[config.mk]
export PLATFORM = sky130hd
export DESIGN_NAME = hja_led_capture
export DESIGN_NICKNAME = d
export VERILOG_FILES = /design/src/rtl/hja_led_capture.sv
export SDC_FILE = /design/constraint.sdc
export NUM_CORES = 1
export LEC_CHECK = 0
export BUFFER_PORTS_ARGS = -buffer_cell sky130_fd_sc_hd__buf_2
export CORE_AREA = 8 8 205 207
export DETAILED_ROUTE_END_ITERATION = 6
export DIE_AREA = 0 0 213 215
export SYNTH_ARGS = -nofsm -noshare
export SYNTH_HDL_FRONTEND = slang
export SYNTH_SLANG_ARGS = --single-unit
[constraint.sdc]
create_clock -name clk -period 4.45 [get_ports clk]
set_input_delay 0.89 -clock clk [delete_from_list [all_inputs] [get_ports clk]]
set_output_delay 0.89 -clock clk [all_outputs]
set_load 0.02 [all_outputs]
[src/rtl/hja_led_capture.sv]
// hja_led_capture
// Sits behind the debug LED mux. In live mode the debug word goes straight
// to the board LEDs. A debounced capture button logs {page, word} into a
// small ring buffer, and in frozen mode a debounced browse button steps
// through the captured entries, newest first. Two 7-segment digits show the
// page of whatever is currently on the LEDs.
//
// Ports:
//   clk        - system clock
//   rst        - asynchronous reset, active-low
//   dbg_word   - 16-bit debug word from the LED mux
//   dbg_sel    - 8-bit page select currently driving the mux
//   freeze     - 0 = live mode, 1 = frozen/browse mode
//   btn_cap    - raw capture button (active-high, asynchronous)
//   btn_browse - raw browse button (active-high, asynchronous)
//   led_out    - word driven to the board LEDs (registered)
//   seg_hi     - high hex digit of displayed page, {g,f,e,d,c,b,a}
//   seg_lo     - low hex digit of displayed page, same encoding
//   cap_count  - number of valid entries, saturating at 2^DEPTH_LOG2
//   buf_full   - high when the buffer holds 2^DEPTH_LOG2 entries
//
// Optional feature, macro LED_CAP_AUTO_EN: while live, every cycle where
// dbg_word differs from its previous-cycle copy is also captured.

// Per-button synchronizer + debouncer producing a single-cycle pulse on the
// accepted rising edge.
module hja_led_capture_debounce #(
  parameter int DEBOUNCE_CYCLES = 50000,
  parameter int CNT_W           = 16
) (
  input  logic clk,
  input  logic rst,
  input  logic i_btn,
  output logic o_pulse
);

  logic             r_sync1;
  logic             r_sync2;
  logic             r_prev;
  logic             r_accepted;
  logic             r_armed;
  logic [CNT_W-1:0] r_cnt;
  logic             w_change;
  logic             w_accept;

  assign w_change = (r_sync2 != r_prev);
  assign w_accept = !w_change && (r_cnt == CNT_W'(DEBOUNCE_CYCLES - 1));
  // The armed flag only sets after a stable released level, so a button
  // held through reset has to be released and pressed again.
  assign o_pulse  = w_accept && r_sync2 && !r_accepted && r_armed;

  // Synchronize, watch for level changes and accept a level once it has
  // been stable long enough.
  always_ff @(posedge clk or negedge rst) begin
    if (!rst) begin
      r_sync1    <= 1'b0;
      r_sync2    <= 1'b0;
      r_prev     <= 1'b0;
      r_accepted <= 1'b0;
      r_armed    <= 1'b0;
      r_cnt      <= '0;
    end else begin
      r_sync1 <= i_btn;
      r_sync2 <= r_sync1;
      r_prev  <= r_sync2;
      if (w_change) begin
        r_cnt <= '0;
      end else if (!w_accept) begin
        r_cnt <= r_cnt + 1'b1;
      end
      if (w_accept) begin
        r_accepted <= r_sync2;
        if (!r_sync2) begin
          r_armed <= 1'b1;
        end
      end
    end
  end

endmodule

module hja_led_capture #(
  parameter int DEPTH_LOG2      = 3,
  parameter int DEBOUNCE_CYCLES = 50000,
  parameter int CNT_W           = 16
) (
  input  logic                  clk,
  input  logic                  rst,
  input  logic [15:0]           dbg_word,
  input  logic [7:0]            dbg_sel,
  input  logic                  freeze,
  input  logic                  btn_cap,
  input  logic                  btn_browse,
  output logic [15:0]           led_out,
  output logic [6:0]            seg_hi,
  output logic [6:0]            seg_lo,
  output logic [DEPTH_LOG2:0]   cap_count,
  output logic                  buf_full
);

  localparam int DEPTH = 1 << DEPTH_LOG2;
  localparam logic [6:0] SEG_DASH = 7'b1000000;

  logic [23:0]           r_mem [DEPTH];
  logic [DEPTH_LOG2-1:0] r_wrPtr;
  logic [DEPTH_LOG2-1:0] r_rdIdx;
  logic [DEPTH_LOG2:0]   r_capCount;
  logic                  r_freezeD;
  logic [15:0]           r_led;
  logic [6:0]            r_segHi;
  logic [6:0]            r_segLo;

  logic                  w_capPulse;
  logic                  w_brwPulse;
  logic                  w_capEvent;
  logic                  w_freezeRise;
  logic [DEPTH_LOG2-1:0] w_dispIdx;
  logic [23:0]           w_entry;

  function automatic logic [6:0] hexSeg(input logic [3:0] n);
    case (n)
      4'h0: hexSeg = 7'h3F;
      4'h1: hexSeg = 7'h06;
      4'h2: hexSeg = 7'h5B;
      4'h3: hexSeg = 7'h4F;
      4'h4: hexSeg = 7'h66;
      4'h5: hexSeg = 7'h6D;
      4'h6: hexSeg = 7'h7D;
      4'h7: hexSeg = 7'h07;
      4'h8: hexSeg = 7'h7F;
      4'h9: hexSeg = 7'h6F;
      4'hA: hexSeg = 7'h77;
      4'hB: hexSeg = 7'h7C;
      4'hC: hexSeg = 7'h39;
      4'hD: hexSeg = 7'h5E;
      4'hE: hexSeg = 7'h79;
      default: hexSeg = 7'h71;
    endcase
  endfunction

  hja_led_capture_debounce #(.DEBOUNCE_CYCLES(DEBOUNCE_CYCLES), .CNT_W(CNT_W)) u_capDeb (
    .clk     (clk),
    .rst     (rst),
    .i_btn   (btn_cap),
    .o_pulse (w_capPulse)
  );

  hja_led_capture_debounce #(.DEBOUNCE_CYCLES(DEBOUNCE_CYCLES), .CNT_W(CNT_W)) u_brwDeb (
    .clk     (clk),
    .rst     (rst),
    .i_btn   (btn_browse),
    .o_pulse (w_brwPulse)
  );

`ifdef LED_CAP_AUTO_EN
  logic [15:0] r_wordPrev;
  logic        r_autoArm;
  logic        w_autoCap;

  // The arm flag blocks the first cycle after reset, when r_wordPrev is
  // still the reset value rather than a real previous word.
  assign w_autoCap  = !freeze && r_autoArm && (dbg_word != r_wordPrev);
  assign w_capEvent = w_capPulse || w_autoCap;

  // Previous-cycle copy of the debug word for transition detection.
  always_ff @(posedge clk or negedge rst) begin
    if (!rst) begin
      r_wordPrev <= '0;
      r_autoArm  <= 1'b0;
    end else begin
      r_wordPrev <= dbg_word;
      r_autoArm  <= 1'b1;
    end
  end
`else
  assign w_capEvent = w_capPulse;
`endif

  assign w_freezeRise = freeze && !r_freezeD;
  // rd_idx counts back from the newest entry, which sits just below wr_ptr.
  assign w_dispIdx    = r_wrPtr - 1'b1 - r_rdIdx;
  assign w_entry      = r_mem[w_dispIdx];

  // Ring buffer, browse index and registered output mux. Capture takes
  // priority over browse so a simultaneous browse pulse is dropped.
  always_ff @(posedge clk or negedge rst) begin
    if (!rst) begin
      for (int i = 0; i < DEPTH; i++) begin
        r_mem[i] <= '0;
      end
      r_wrPtr    <= '0;
      r_rdIdx    <= '0;
      r_capCount <= '0;
      r_freezeD  <= 1'b0;
      r_led      <= '0;
      r_segHi    <= SEG_DASH;
      r_segLo    <= SEG_DASH;
    end else begin
      r_freezeD <= freeze;

      if (w_capEvent) begin
        r_mem[r_wrPtr] <= {dbg_sel, dbg_word};
        r_wrPtr        <= r_wrPtr + 1'b1;
        if (!r_capCount[DEPTH_LOG2]) begin
          r_capCount <= r_capCount + 1'b1;
        end
        r_rdIdx <= '0;
      end else if (w_freezeRise) begin
        r_rdIdx <= '0;
      end else if (w_brwPulse && freeze && (r_capCount != '0)) begin
        if ({1'b0, r_rdIdx} == r_capCount - 1'b1) begin
          r_rdIdx <= '0;
        end else begin
          r_rdIdx <= r_rdIdx + 1'b1;
        end
      end

      if (!freeze) begin
        r_led   <= dbg_word;
        r_segHi <= hexSeg(dbg_sel[7:4]);
        r_segLo <= hexSeg(dbg_sel[3:0]);
      end else if (r_capCount != '0) begin
        r_led   <= w_entry[15:0];
        r_segHi <= hexSeg(w_entry[23:20]);
        r_segLo <= hexSeg(w_entry[19:16]);
      end else begin
        r_led   <= '0;
        r_segHi <= SEG_DASH;
        r_segLo <= SEG_DASH;
      end
    end
  end

  assign led_out   = r_led;
  assign seg_hi    = r_segHi;
  assign seg_lo    = r_segLo;
  assign cap_count = r_capCount;
  assign buf_full  = r_capCount[DEPTH_LOG2];

endmodule

### Word-level counts from Yosys, hierarchy flattened

Memories as Yosys holds them, arrays and structs flattened.
Index checks and enable logic that the tools add are counted.

* bitwise logic cells: 5
* add/sub/neg operators: 8
* reduce and logical (&&, ||, !) cells: 22
* mux-type cells: 21
* equal/unequal tests: 7
* magnitude comparators: 3

Operators by type and width (number)
* $bwmux W192: 1
* $mux W16: 6
* $bmux W24 S3: 1
* $demux W24 S3: 1
* $mux W24: 3
* $add A16 B1 Y16 const B: 2
* $eq A16 B16 Y1 const B: 2
* $mux W7: 4
* $logic_and A1 B1 Y1: 12
* $mux W3: 4
* $ge A4 B4 Y1 const B: 2
* $not A3 Y4: 2
* $add A3 B1 Y3 const B: 2
* $reduce_and A2 Y1: 3
* $logic_not A1 Y1: 5
* $add A4 B1 Y4 const B: 1
* $eq A3 B4 Y1: 1
* $lt A4 B1 Y1 const B: 1
* $mux W4: 1
* $ne A2 B1 Y1 const B: 2
* $reduce_bool A4 Y1: 1
* $sub A4 B1 Y4 const B: 1
* $not A1 Y1: 3
* $reduce_bool A3 Y1: 1
* other kinds (3): 4

* register bits: 275
* memories kept: 4
* memory bits (read-only): 448
* input bits: 29

Memory list
* (no name shown): depth 16, width 7, rd ports 1, clocked after memory_dff 0, write ports 0, RTL line 121 `case (n)`
* (no name shown): depth 16, width 7, rd ports 1, clocked after memory_dff 0, write ports 0, RTL line 121
* (no name shown): depth 16, width 7, rd ports 1, clocked after memory_dff 0, write ports 0, RTL line 121
* (no name shown): depth 16, width 7, rd ports 1, clocked after memory_dff 0, write ports 0, RTL line 121

### Depth between registers and ports, before layout

* depth after elaboration: 11
* mapped depth: 14

### Cells and area by module

A second synthesis with hierarchy kept.

* cells, all modules: 1091
* area, all modules: 13261.5 um2

Modules (own cells, without submodules)
* hja_led_capture: times used 1, cells each 895, seq. area each 5833.1 um2, area an instance 11277.1 um2
* hja_led_capture_debounce: times used 2, cells each 98, seq. area each 525.5 um2, area an instance 992.2 um2

### Least setup slack after synthesis

Ideal clock, no wire load.

* path kind: register -> register
* start point: reg r_wrPtr[0]
* end point: reg r_segHi[3] (netlist: seg_hi[3])
* slack: 1.073 ns
* setup time: 0.066 ns
* period minus slack after synthesis: 3.377 ns
* data arrival time: 3.312 ns
* stages on the path, launching flop included: 12
* required time: 4.384 ns
* cell sequence: dfrtp_1 > ha_1 > fa_1 > clkbuf_1 > buf_1 > mux4_2 > nor2b_1 > a21o_1 > ha_1 > mux2_2 > o32ai_1 > a31o_2

* longest elaborated chain between the ends: 9

Ends and longest elaborated chain
* start, declared: RTL line 105 `logic [DEPTH_LOG2-1:0] r_wrPtr;`
* start signal, assigned: RTL line 203 `r_wrPtr <= r_wrPtr + 1'b1;`
* $sub A3 B1 Y3: RTL line 181 `assign w_dispIdx = r_wrPtr - 1'b1 - r_rdIdx;`
* $sub A3 B3 Y3: RTL line 181
* $not A3 Y4 (implied by the code): RTL line 182 `assign w_entry = r_mem[w_dispIdx];`
* $bmux W24 S3: RTL line 182
* $mux W24 (implied by the code) (2 in series): RTL line 182
* $mem_v2 Z16 W7
* $mux W7: RTL line 222 `end else if (r_capCount != '0) begin`
* $mux W7: RTL line 218 `if (!freeze) begin`
* end signal, assigned: RTL line 220 `r_segHi <= hexSeg(dbg_sel[7:4]);`
* end signal, assigned: RTL line 224 `r_segHi <= hexSeg(w_entry[23:20]);`
* end, declared: RTL line 110 `logic [6:0] r_segHi;`

Every way passes these cells. The select of a mux whose other input is x is not followed.
A chain may end at the register's enable or synchronous reset.

### Worst setup path in the final report

* start point: reg r_wrPtr[1]
* end point: reg r_segHi[3] (netlist: seg_hi[3])

Same word-level chain as after synthesis.

==> summary.txt <==
RePlAce Congestion: 0.798
Crit-path slowest cell: fa_2
CP startpoint: r_wrPtr[1]
DRT Wirelength: 30100 um
Yosys reg bits: 275
I/O Pins: 64
Detailed Route Iter0 Violations: 477
Via density: 5.09
pwr dens: 345 nW/um^2
CTS Sinks: 275
first-pass GRT wire length: 49000 um
minimum clock period: 3360 ps
crit path capture type: register
leakage power: 7.16 nW
DR pass1 iterations: 5
Pwr Total: 5.22 mW
PostCTS Resize Cnt: 0
Post-CTS Setup Inserts: 0
Distinct cells, synth: 63
Avg Synthesized Cell Area: 12.4 um^2
Ys Warns: 0
GRT Residual Overflow: 0
delay-heaviest family, CP: adder cells
final setup violation count: 0
Hold Violations, Final: 0
initial antenna violation count: 2
crit path max fanout: 18
ratio of cells with drive above 1 in the final layout: 28.9%
Post-synth EDFFs: 0
post-route insts no fill: 1675
area of the mapped netlist: 13400 um^2
Post-DRT Antenna Nets: 0
cts hold-fix bufs: 0
Port Buffer Count: 63
Die Height: 215 um
RSZ-0062 raised after global routing: no
Worst Max-Slew Pin Slew: 1160 ps
Synth top cells by count: dfrtp_1 (273), mux2_2 (127), nand2_1 (104)
Min-Delay Path Class: register to register
WP data arrival: 3850 ps
crit path cell chain: fa_2 -> mux4_2 -> nand2b_1 -> and2_1 -> inv_1 -> ha_1 -> mux2_2 -> o32ai_1 -> a31o_2
Initial Util: 34.2%
CTS H-tree depth: 1
CP peak stage delay: 1010 ps
Max Fclk: 0.298 GHz
# diodes: 0
TritonCTS clock tree: yes
min-delay src: u_capDeb.r_sync1
ys flop type: dfrtp_1
dpl cell area: 14200 um^2
largest cells by area after synthesis: dfrtp_1 (51%), mux2_2 (11%), mux4_2 (8.4%)
Final nets: 1190
kind of critical path: register to register
Required @ worst endpoint: 4950 ps
Gate Count Post-Synth: 1077
asr flop ratio synth: 100%
core area: 39000 um^2
worst r2r src: r_wrPtr[1]
vias in the first global route: 8852
sequential-to-total area share from yosys stat: 51.6%
via count: 8534
Num CTS Buffers: 29
DR DRC count: 0
syn nets: 1140
most numerous cell in the Yosys netlist: dfrtp_1
Core Rows: 73
dominant cell type by area after synthesis: dfrtp_1
Max VDD drop: 290 uV
Clock Skew: 9.57 ps
wire length per cell: 18.0 um
maximum root-to-sink buffer count: 3
full die area: 45800 um^2
max-slew violation count: 0
dpl hpwl: 18700 um
design area: 15100 um^2
TNS Setup: 0 ps
Rel. slew slack: 22.4%
largest net degree at the start of global routing: 103
Max Cap Viol: 0
Clk Latency, worst-skew pair: 560 ps
Final period util: 75.4%
die width: 213 um
status: complete, no violations
clk root buf: clkbuf_16
Total GRT Usage: 13.2%
WP buf/inv: 1
Clock transition at path regs: 60 ps
Worst Setup Start Kind: register
post-synth top area share: 51.2%
Area Growth Syn to Fin: 13.3%
cell count after placement: 1621
-- per-stage QoR --
stage	utilization, %	hold WS (ps)	worst slack (ps)
global placement	36.3	338	1230
finish	38.8	354	1090
detailed placement	36.3	347	1160
CTS	38.8	358	1130
floorplan	-	331	1070
global route	38.8	365	946
-- layer usage --
metal / global-route usage (%) / vias to the layer above / wire length, um
li1: - / 3976 / -
met2: 21.5 / 141 / 14400
met3: 2.50 / 42 / 1360
met4: 2.76 / 2 / 488
met5: 0 / - / 11
met1: 18.1 / 4373 / 13900
-- flip-flops by register name, indices dropped and copies added (netlist names), 3 cells and up --
name	count
r_mem	192
led_out	16
u_brwDeb.r_cnt	16
u_capDeb.r_cnt	16
seg_hi	7
seg_lo	7
cap_count	4
r_rdIdx	3
r_wrPtr	3
-- cell usage in the layout, fill, tap and decap left out, types with 5 or more instances in the layout --
cell type    n
xnor2_1     16
nor3_4       5
o21ai_0     58
clkbuf_1     7
nor2_1      46
or3_1        8
nor2b_1      6
inv_1       47
o31ai_1      5
o2bb2ai_1    5
mux2_2     127
o21ai_1     32
nand4_1      9
xor2_1      18
nand2_1    104
clkbuf_16   29
a21oi_1     18
nand2b_1     8
o22ai_1     21
ha_1        32
dfrtp_1    273
clkinv_2     9
nor3_1       6
buf_4       16
nand3_1     10
buf_2       62
o21ai_2      5
mux2i_1     25
mux4_2      50
-- cell type report --
class                      instances  area [um^2]
multi-input combinational        693         5970
clock inverter                    15          160
inverter                          47          176
tap                              525          657
clock buffer                      39          793
sequential                       275         6880
fill                            3730        23900
timing repair buffer              81          485
-- cells by family (layout without fill, tap and decap cells) --
logic type | Yosys count | after routing | synth area share (%)
multiplexers | 210 | 210 | 21.8
AND/OR/NAND/NOR | 238 | 238 | 8.99
XOR/XNOR | 36 | 36 | 2.58
buffers and inverters | 109 | 182 | 3.87
adder cells (fa/ha/maj) | 34 | 34 | 3.24
AO/OA/AOI/OAI | 175 | 175 | 7.96
flip-flops | 275 | 275 | 51.6
-- power by group --
part	total (mW)	switching [mW]	internal (mW)
registers	2.55	0.0184	2.54
logic	0.246	0.174	0.0722
clock network	2.42	1.00	1.42
-- worst reg2reg max path, stage by stage, from the launching register on --
cell and delay, ps:
dfrtp_1 560, fa_2 1020, mux4_2 390, nand2b_1 120, and2_1 220, inv_1 110
ha_1 230, mux2_2 280, o32ai_1 240, a31o_2 150
-- path summary, 6_finish.rpt --
kind	slack [ps]	to	cells after the start
setup / recovery	1090	seg_hi[3]	9
hold / removal	350	u_capDeb.r_sync2	0
setup reg to reg	1090	seg_hi[3]	9
hold reg to reg	350	u_capDeb.r_sync2	0
max in group asynchronous	3110	seg_lo[6]	2
min in group asynchronous	370	r_mem[53]	1
No activity file was read; power rests on OpenSTA's default activity.
